===== src/rtl/boot_ctrl_pkg.sv =====
// Shared types and helpers for the boot loader controller: FSM states,
// write-mask constants and the fill-count to byte-lane mask mapping.
package boot_ctrl_pkg;

  typedef enum logic [2:0] {
    IDLE  = 3'd0,
    LOAD  = 3'd1,
    FLUSH = 3'd2,
    RUN   = 3'd3,
    DONE  = 3'd4
  } state_e;

  localparam logic [3:0] MASK_NONE = 4'b0000;
  localparam logic [3:0] MASK_FULL = 4'b1111;

  // Lanes are filled from byte 0 upward, so a partial word covers the low lanes.
  function automatic logic [3:0] fill_to_mask(input logic [2:0] fill);
    logic [3:0] mask;
    case (fill)
      3'd1:    mask = 4'b0001;
      3'd2:    mask = 4'b0011;
      3'd3:    mask = 4'b0111;
      3'd4:    mask = MASK_FULL;
      default: mask = MASK_NONE;
    endcase
    return mask;
  endfunction

endpackage


===== src/rtl/boot_loader_ctrl_byte_packer.sv =====
// Assembles the incoming byte stream into little-endian 32-bit words; the
// owning FSM clears it after each flush and on load entry.
module byte_packer
  import boot_ctrl_pkg::*;
(
  input  logic        clk,
  input  logic        reset,
  input  logic        clear,
  input  logic        accept,
  input  logic [7:0]  byte_data,
  input  logic        byte_last,
  output logic [31:0] word,
  output logic [3:0]  mask,
  output logic        word_ready,
  output logic        last
);

  logic [31:0] word_r;
  logic [2:0]  fill_r;
  logic        last_r;

  // Lane assembly; unfilled lanes stay zero so partial words need no masking
  always_ff @(posedge clk) begin
    if (!reset || clear) begin
      word_r <= 32'h0000_0000;
      fill_r <= 3'd0;
      last_r <= 1'b0;
    end else if (accept) begin
      word_r[{fill_r[1:0], 3'b000} +: 8] <= byte_data;
      fill_r <= fill_r + 3'd1;
      last_r <= byte_last;
    end
  end

  assign word_ready = accept && ((fill_r == 3'd3) || byte_last);
  assign word       = word_r;
  assign mask       = fill_to_mask(fill_r);
  assign last       = last_r;

endmodule


===== src/rtl/boot_loader_ctrl.sv =====
// Boot loader controller: streams an image into shared memory with the core
// held in reset, then runs the core until halt. Optional checksum: LOADER_CHECKSUM_EN.
module boot_loader_ctrl
  import boot_ctrl_pkg::*;
#(
  parameter int          NUM_WORDS = 1024,
  parameter logic [31:0] BASE_ADDR = 32'h0000_0000
) (
  input  logic        clk,
  input  logic        reset,
  input  logic        start,
  input  logic        byte_valid,
  input  logic [7:0]  byte_data,
  input  logic        byte_last,
  output logic        byte_ready,
  output logic        cpu_reset,
  input  logic [31:0] cpu_Address,
  input  logic [31:0] cpu_WriteData,
  input  logic        cpu_MemWrite,
  input  logic [3:0]  cpu_WriteMask,
  input  logic        cpu_halt,
  output logic [31:0] mem_Address,
  output logic [31:0] mem_WriteData,
  output logic        mem_MemWrite,
  output logic [3:0]  mem_WriteMask,
  output logic        busy,
  output logic        done,
  output logic [15:0] word_count,
  output logic [31:0] cycle_count,
  output logic        err_overflow,
  output logic [31:0] checksum
);

  localparam logic [15:0] NUM_WORDS_W = 16'(NUM_WORDS);

  state_e      state_r, next_s;
  logic        accept_s, load_entry_s, overflow_s, clear_s;
  logic [31:0] pk_word_s, flush_addr_s;
  logic [3:0]  pk_mask_s;
  logic        pk_ready_s, pk_last_s;
  logic [15:0] word_count_r;
  logic [31:0] cycle_count_r, addr_hold_r;
  logic        err_overflow_r;

  assign accept_s     = byte_valid && byte_ready;
  assign load_entry_s = ((state_r == IDLE) || (state_r == DONE)) && start;
  assign overflow_s   = (word_count_r == NUM_WORDS_W);
  assign flush_addr_s = BASE_ADDR + {14'd0, word_count_r, 2'b00};
  assign clear_s      = load_entry_s || (state_r == FLUSH);

  byte_packer u_packer (
    .clk        (clk),
    .reset      (reset),
    .clear      (clear_s),
    .accept     (accept_s),
    .byte_data  (byte_data),
    .byte_last  (byte_last),
    .word       (pk_word_s),
    .mask       (pk_mask_s),
    .word_ready (pk_ready_s),
    .last       (pk_last_s)
  );

  // State register
  always_ff @(posedge clk) begin
    if (!reset) state_r <= IDLE;
    else        state_r <= next_s;
  end

  // Next-state logic
  always_comb begin
    next_s = state_r;
    case (state_r)
      IDLE, DONE: if (start) next_s = LOAD; else next_s = state_r;
      LOAD:       if (pk_ready_s) next_s = FLUSH; else next_s = LOAD;
      FLUSH:      if (pk_last_s) next_s = RUN; else next_s = LOAD;
      RUN:        if (cpu_halt) next_s = DONE; else next_s = RUN;
      default:    next_s = IDLE;
    endcase
  end

  // Output decode; in RUN the core owns the memory port with no added latency
  always_comb begin
    byte_ready    = 1'b0;
    cpu_reset     = 1'b1;
    busy          = 1'b0;
    done          = 1'b0;
    mem_Address   = addr_hold_r;
    mem_WriteData = 32'h0000_0000;
    mem_MemWrite  = 1'b0;
    mem_WriteMask = MASK_NONE;
    case (state_r)
      IDLE: done = 1'b0;
      LOAD: begin
        byte_ready = 1'b1;
        busy       = 1'b1;
      end
      FLUSH: begin
        busy          = 1'b1;
        mem_Address   = flush_addr_s;
        mem_WriteData = pk_word_s;
        if (overflow_s) begin
          mem_MemWrite  = 1'b0;
          mem_WriteMask = MASK_NONE;
        end else begin
          mem_MemWrite  = 1'b1;
          mem_WriteMask = pk_mask_s;
        end
      end
      RUN: begin
        busy          = 1'b1;
        cpu_reset     = 1'b0;
        mem_Address   = cpu_Address;
        mem_WriteData = cpu_WriteData;
        mem_MemWrite  = cpu_MemWrite;
        mem_WriteMask = cpu_WriteMask;
      end
      DONE:    done = 1'b1;
      default: done = 1'b0;
    endcase
  end

  // Load/run counters and sticky overflow; the halt cycle itself is not counted
  always_ff @(posedge clk) begin
    if (!reset) begin
      word_count_r   <= 16'd0;
      cycle_count_r  <= 32'd0;
      err_overflow_r <= 1'b0;
    end else if (load_entry_s) begin
      word_count_r   <= 16'd0;
      cycle_count_r  <= 32'd0;
      err_overflow_r <= 1'b0;
    end else begin
      if (state_r == FLUSH) begin
        if (overflow_s) err_overflow_r <= 1'b1;
        else            word_count_r   <= word_count_r + 16'd1;
      end
      if ((state_r == RUN) && !cpu_halt) cycle_count_r <= cycle_count_r + 32'd1;
    end
  end

  // Memory address holds its last driven value outside FLUSH/RUN
  always_ff @(posedge clk) begin
    if (!reset) addr_hold_r <= 32'h0000_0000;
    else        addr_hold_r <= mem_Address;
  end

  assign word_count   = word_count_r;
  assign cycle_count  = cycle_count_r;
  assign err_overflow = err_overflow_r;

`ifdef LOADER_CHECKSUM_EN
  logic [31:0] checksum_r;

  // Wrap-around sum of committed words only
  always_ff @(posedge clk) begin
    if (!reset)                                checksum_r <= 32'h0000_0000;
    else if (load_entry_s)                     checksum_r <= 32'h0000_0000;
    else if ((state_r == FLUSH) && !overflow_s) checksum_r <= checksum_r + pk_word_s;
  end

  assign checksum = checksum_r;
`else
  assign checksum = 32'h0000_0000;
`endif

endmodule


===== config.mk =====
export PLATFORM = sky130hd
export DESIGN_NAME = boot_loader_ctrl
export DESIGN_NICKNAME = d
export VERILOG_FILES = /design/src/rtl/boot_ctrl_pkg.sv /design/src/rtl/boot_loader_ctrl_byte_packer.sv /design/src/rtl/boot_loader_ctrl.sv
export SDC_FILE = /design/constraint.sdc
export NUM_CORES = 1
export LEC_CHECK = 0
export ABC_AREA = 1
export CORE_AREA = 3 3 120 122
export CTS_CLUSTER_SIZE = 12
export DETAILED_ROUTE_END_ITERATION = 8
export DIE_AREA = 0 0 123 125
export GPL_ROUTABILITY_DRIVEN = 0
export PLACE_DENSITY = 0.95
export SYNTH_ARGS = -nofsm -noshare
export SYNTH_HDL_FRONTEND = slang
export SYNTH_SLANG_ARGS = --single-unit

===== constraint.sdc =====
create_clock -name clk -period 4.2 [get_ports clk]
set_clock_uncertainty 0.15 [all_clocks]
set_input_delay 0.84 -clock clk [delete_from_list [all_inputs] [get_ports clk]]
set_output_delay 0.84 -clock clk [all_outputs]
set_load 0.02 [all_outputs]

* After elaboration in Yosys (flattened, before gate mapping)
Index checks and enable logic that the tools add are counted.
Operators by class: add/subtract/negate cells 4, eq/ne operators 10, shift-type cells 2, muxes and demuxes 17, bitwise operators 2, reductions and logical operators 16
Operators with widths (number):
- case mux 32 bit (2 select lines) | 2
- adder 32 x 1 -> 32 bit (second input constant) | 1
- bitwise mux 32 bit | 1
- variable shift 8 x 7 -> 32 bit (first input constant) | 1
- indexed part select 8 x 7 -> 32 bit | 1
- adder 16 x 1 -> 16 bit (second input constant) | 1
- equality test 16 x 11 -> 1 bit (second input constant) | 1
- case mux 4 bit (4 select lines) | 1
- equality test 3 x 2 -> 1 bit (second input constant) | 4
- case mux 3 bit (4 select lines) | 1
- case mux 4 bit (2 select lines) | 1
- negator 5 -> 7 bit | 1
- equality test 3 x 1 -> 1 bit (second input constant) | 2
- equality test 3 bit (second input constant) | 2
- 2-to-1 mux 3 bit | 2
- 2-to-1 mux 1 bit | 5
- logical AND 1 bit | 4
- logical OR 1 bit | 4
- 2-to-1 mux 2 bit | 2
- 2-to-1 mux 4 bit | 1
- AND reduction 2 bit | 2
- OR reduction 2 bit | 2
- adder 3 x 1 -> 3 bit (second input constant) | 1
- zero test 3 bit | 1
- other kinds (5) | 7
Word-level totals: bits in registers 120, bits of input ports 83, output and inout port bits 154, logic and storage cells 59

* Longest topological paths before layout
word-level depth 6, depth in mapped cells 10, gate-level depth less buffers 10

* Hierarchy
Synthesis repeated with hierarchy kept, for this count alone.
Second synthesis, totals: cells, all modules 989, area, all modules 6666.4 µm²
By module, submodules not included:
- boot_loader_ctrl | instances 1, cells an instance 758, area an instance 5028.6 µm², seq. area each 1681.6 µm²
- byte_packer | instances 1, cells an instance 231, area an instance 1637.8 µm², seq. area each 720.7 µm²

* Worst setup path after synthesis
OpenSTA, ideal clock, no wires.
path type register to output, from register word_count_r[0] (netlist: word_count[0]), to output port mem_WriteMask[0], data arrival time 1.736 ns, required time 3.210 ns, setup slack 1.474 ns, cell stages (with the launch flop) 9, path through dfxtp_1 > inv_1 > ha_1 > nand3_1 > nor2_1 > nand2_1 > nand2_1 > buf_2 > o21ai_0
On the way: longest elaborated chain between the ends 3
RTL lines:
- start: declaration | line boot_loader_ctrl.sv:41 | logic [15:0] word_count_r;
- start signal: assignment | line boot_loader_ctrl.sv:136 | else word_count_r <= word_count_r + 16'd1;
- equality test 16 x 11 -> 1 bit | line boot_loader_ctrl.sv:47 | assign overflow_s = (word_count_r == NUM_WORDS_W);
- 2-to-1 mux 4 bit | line boot_loader_ctrl.sv:102 | if (overflow_s) begin
- case mux 4 bit (2 select lines) | line boot_loader_ctrl.sv:92 | case (state_r)
- end: declaration | line boot_loader_ctrl.sv:25 | output logic [3:0] mem_WriteMask,
No other way between the ends.

* Worst setup path in the final report
from register u_packer.fill_r[0], to output port mem_WriteMask[0]
On the way: longest elaborated chain between the ends 4, elaborated cells on any way between the ends 7, classes of those cells eq/ne (4); mux (3)
RTL lines:
- start: declaration | line boot_loader_ctrl_byte_packer.sv:19 | logic [2:0] fill_r;
- start signal: assignment | line boot_loader_ctrl_byte_packer.sv:30 | fill_r <= fill_r + 3'd1;
- equality test 3 bit (tied with other cells) | line boot_ctrl_pkg.sv:19 | case (fill)
- case mux 4 bit (4 select lines) (*) | line boot_ctrl_pkg.sv:19
- 2-to-1 mux 4 bit (*) | line boot_loader_ctrl.sv:102
- case mux 4 bit (2 select lines) (*) | line boot_loader_ctrl.sv:92
Mark *: on every way between the ends. The rest lies on a longest branch, timed or not.

==> flow_summary_export.csv <==
group,metric,value,unit
critical_path,crit_family,"buffers and inverters",
synthesis,synth.area.top_cells,"dfxtp_1 (37%), nand2_1 (13%), inv_1 (10%)",
global_route,grt_overflow,0,
sta,setup_viol,0,
clock_network,cts_resized,0,
sta,hold_violations,0,
critical_path,endpoint,"mem_WriteMask[0]",
sta,fmax,259,MHz
routing,vias,6947,
routing,drt-initial-drc-count,661,
critical_path,reg2reg_depth,9,
clock_network,cts_made_buffers,17,
global_route,grt_pass1_wl,30.2,mm
synthesis,async_flop_share,0,%
synthesis,ys_warn_count,0,
sta,grt_setup_unrepaired,"false",
global_route,grt_pass1_vias,6472,
synthesis,yosysTopAreaCellShare,36.9,%
worst_hold_path,min_path_type,"reg2reg",
placed_design,hpwlAfterDp,14.1,mm
routing,wl,19.4,mm
synthesis,synth_edf_count,0,
synthesis,avgSynthCellArea,6.52,sq um
flow_run,maxCapViolations,0,
power_and_ir_drop,powerDensity,324,nW/um^2
sta,finalSetupTns,0,ps
critical_path,critPathMaxFanout,12,
routing,dr.pass1.iters,5,
synthesis,synthCells,997,
critical_path,r2r_setup_slack,1460,ps
critical_path,end_kind,"output port",
floorplanning,io_pins,237,
routing,via_per_inst,5.02,
clock_network,clk_pin_slew,60,ps
sta,finalMaxSlewViolations,0,
critical_path,cp_num_buf_inv,2,
clock_network,htree_num_levels,4,
synthesis,syn_area,6500,sq um
synthesis,synth_cell_type_count,38,
clock_network,clkLatencyLatePin,410,ps
floorplanning,fp.dieArea,15400,sq um
clock_network,cts_tree,"yes",
global_route,antenna_found_initial,0,
critical_path,r2r-start,"state_r[0]",
synthesis,yosysTopAreaCell,"dfxtp_1",
routing,postRouteAntennaNets,0,
routing,drc,0,
floorplanning,fp.dieH,125,um
clock_network,cts-root-buf,"clkbuf_16",
floorplanning,fp-row-count,42,
sta,tightest_slew,773,ps
critical_path,crit_top_cell,"nand2_1",
clock_network,cts_sinks,120,
sta,fin_crit,3860,ps
floorplanning,start_util,48.9,%
routing,wl_per_cell,14.0,um
critical_path,r2r_end,"cycle_count[20]",
critical_path,crit_slowest_cell,"clkdlybuf4s50_1",
synthesis,ys.flop_type,"dfxtp_1",
power_and_ir_drop,p_leak,3.61,nW
clock_network,post_cts.repair.setup_buffers,0,
critical_path,startpoint,"u_packer.fill_r[0]",
global_route,groute.usage.overall,24.1,%
clock_network,cts_buffer_depth,2,
sta,relSlewSlack,48.4,%
critical_path,critPathLaunchType,"flop",
synthesis,synth.yosys.seq_area_share,36.9,%
clock_network,cts_hold_buffers,0,
run_status,status,"finished clean",
cells_and_area,nNetsFinal,1286,
power_and_ir_drop,finalPower,2.98,mW
placed_design,portBuffers,204,
cells_and_area,final_layout_size_suffix_gt1_share,5.30,%
critical_path,crit_chain,"inv_1 -> ha_1 -> nand2_1 -> a21boi_0 -> nand2_1 -> a21oi_1 -> o21ai_0 -> clkdlybuf4s50_1",
critical_path,critPathKind,"reg2out",
sta,period_share,91.8,%
critical_path,crit_path_max_incr_delay,550,ps
synthesis,ys_ff_latch,120,
critical_path,required,3210,ps
critical_path,crit_cells,8,
floorplanning,die_width,123,um
global_route,grt_max_degree,40,
critical_path,crit_arrival,2870,ps
cells_and_area,n_antenna_cell,0,
power_and_ir_drop,irDropWorstVdd,0.223,mV
cells_and_area,area_delta_synth_final,41.2,%
floorplanning,core,13300,sq um
==> synthesized netlist by cell type, types with 2 or more instances <==
cell type,instances
nand2_1,219
inv_1,173
nor2_1,131
dfxtp_1,120
o21ai_0,79
a21oi_1,59
nand3_1,36
buf_4,34
buf_2,16
o22ai_1,15
nand4_1,12
clkbuf_1,11
nor3_1,11
a211oi_1,10
a22oi_1,10
ha_1,8
xor2_1,8
nand2_2,6
a31oi_1,5
buf_6,3
inv_2,3
nor2_2,3
nor3_2,3
xnor2_1,3
and2_1,2
buf_1,2
nor2_4,2
o21a_1,2
o22ai_2,2
==> worst min-delay path, cell delays in order, from the launching register on <==
cell	delay (ps)
dfxtp_1	300
inv_1	60
a21oi_1	50
==> area by class of cell <==
| class | instances | area (sq um) |
|---|---|---|
| repair buffers | 213 | 2110 |
| clock buffers | 19 | 443 |
| flip-flops and latches | 120 | 2400 |
| inverters | 176 | 661 |
| multi-input cells | 667 | 3150 |
| well taps | 176 | 220 |
| clock inverters | 13 | 193 |
| fillers | 1033 | 4110 |
==> where the power goes <==
group | total (mW) | internal (mW) | switching [mW] | leakage [nW]
registers | 1.16 | 1.15 | 0.00721 | 0.967
logic | 0.264 | 0.116 | 0.149 | 2.34
clock network | 1.56 | 1.01 | 0.543 | 0.305
==> state kept, by name (all words and copies together) (netlist names) <==
name,cells
addr_hold_r,32
cycle_count,32
u_packer.word,32
word_count,16
state_r,3
u_packer.fill_r,3
err_overflow,1
u_packer.last,1
==> per-stage QoR <==
step | hold WS [ps] | utilization (%) | setup slack, ps | std cells | instance area, sq um
3_5_place_dp | 295 | 64.2 | 625 | 1351 | 8540
3_3_place_gp | 288 | 64.2 | 744 | 1351 | 8540
6_report | 302 | 69.1 | 344 | 1384 | 9180
4_1_cts | 305 | 69.0 | 179 | 1383 | 9180
5_1_grt | 335 | 69.1 | 105 | 1384 | 9180
2_1_floorplan | 274 | - | 1470 | 1028 | 6620
==> cells by family after synthesis <==
group                    Yosys count  share of synthesized area, %
AND/OR/NAND/NOR                  431                          27.8
buffers and inverters            242                          16.6
AO/OA/AOI/OAI                    184                          15.7
flip-flops                       120                          36.9
XOR/XNOR                          11                          1.48
adder cells (fa/ha/maj)            8                          1.54
other                              1                        0.0576
==> per-layer routing <==
layer / up-vias / part of all wire (%) / GRT usage, %
met4: 0 / 2.4 / 9.45
met2: 331 / 48 / 41.1
li1: 3470 / - / -
met3: 38 / 7.8 / 5.01
met5: - / 0 / 0
met1: 3108 / 41 / 29.7
==> cells in the final DEF, fill, tap and decap left out, types with 3 or more instances in the layout <==
| master | n |
|---|---|
| a211oi_1 | 10 |
| a21oi_1 | 59 |
| a22oi_1 | 10 |
| a31oi_1 | 5 |
| buf_4 | 9 |
| bufinv_16 | 4 |
| clkbuf_16 | 17 |
| clkdlybuf4s50_1 | 204 |
| clkinv_4 | 3 |
| conb_1 | 32 |
| dfxtp_1 | 120 |
| ha_1 | 8 |
| inv_1 | 173 |
| inv_2 | 3 |
| inv_6 | 3 |
| nand2_1 | 219 |
| nand2_2 | 6 |
| nand3_1 | 36 |
| nand4_1 | 12 |
| nor2_1 | 130 |
| nor2_2 | 4 |
| nor2_4 | 3 |
| nor3_1 | 11 |
| nor3_2 | 3 |
| o21ai_0 | 79 |
| o22ai_1 | 15 |
| xnor2_1 | 3 |
| xor2_1 | 8 |
==> worst min path at each step <==
stage | start | to | slack (ps) | cells past startpoint
after detailed placement | u_packer.word[20] | u_packer.word[20] | 300 | 2
after global placement | u_packer.word[22] | u_packer.word[22] | 290 | 2
final | u_packer.word[20] | u_packer.word[20] | 300 | 2
after CTS | u_packer.word[13] | u_packer.word[13] | 310 | 2
after global routing | u_packer.word[19] | u_packer.word[19] | 340 | 2
after floorplan | u_packer.word[10] | u_packer.word[10] | 270 | 2
Power figures use the tool's default switching activity.
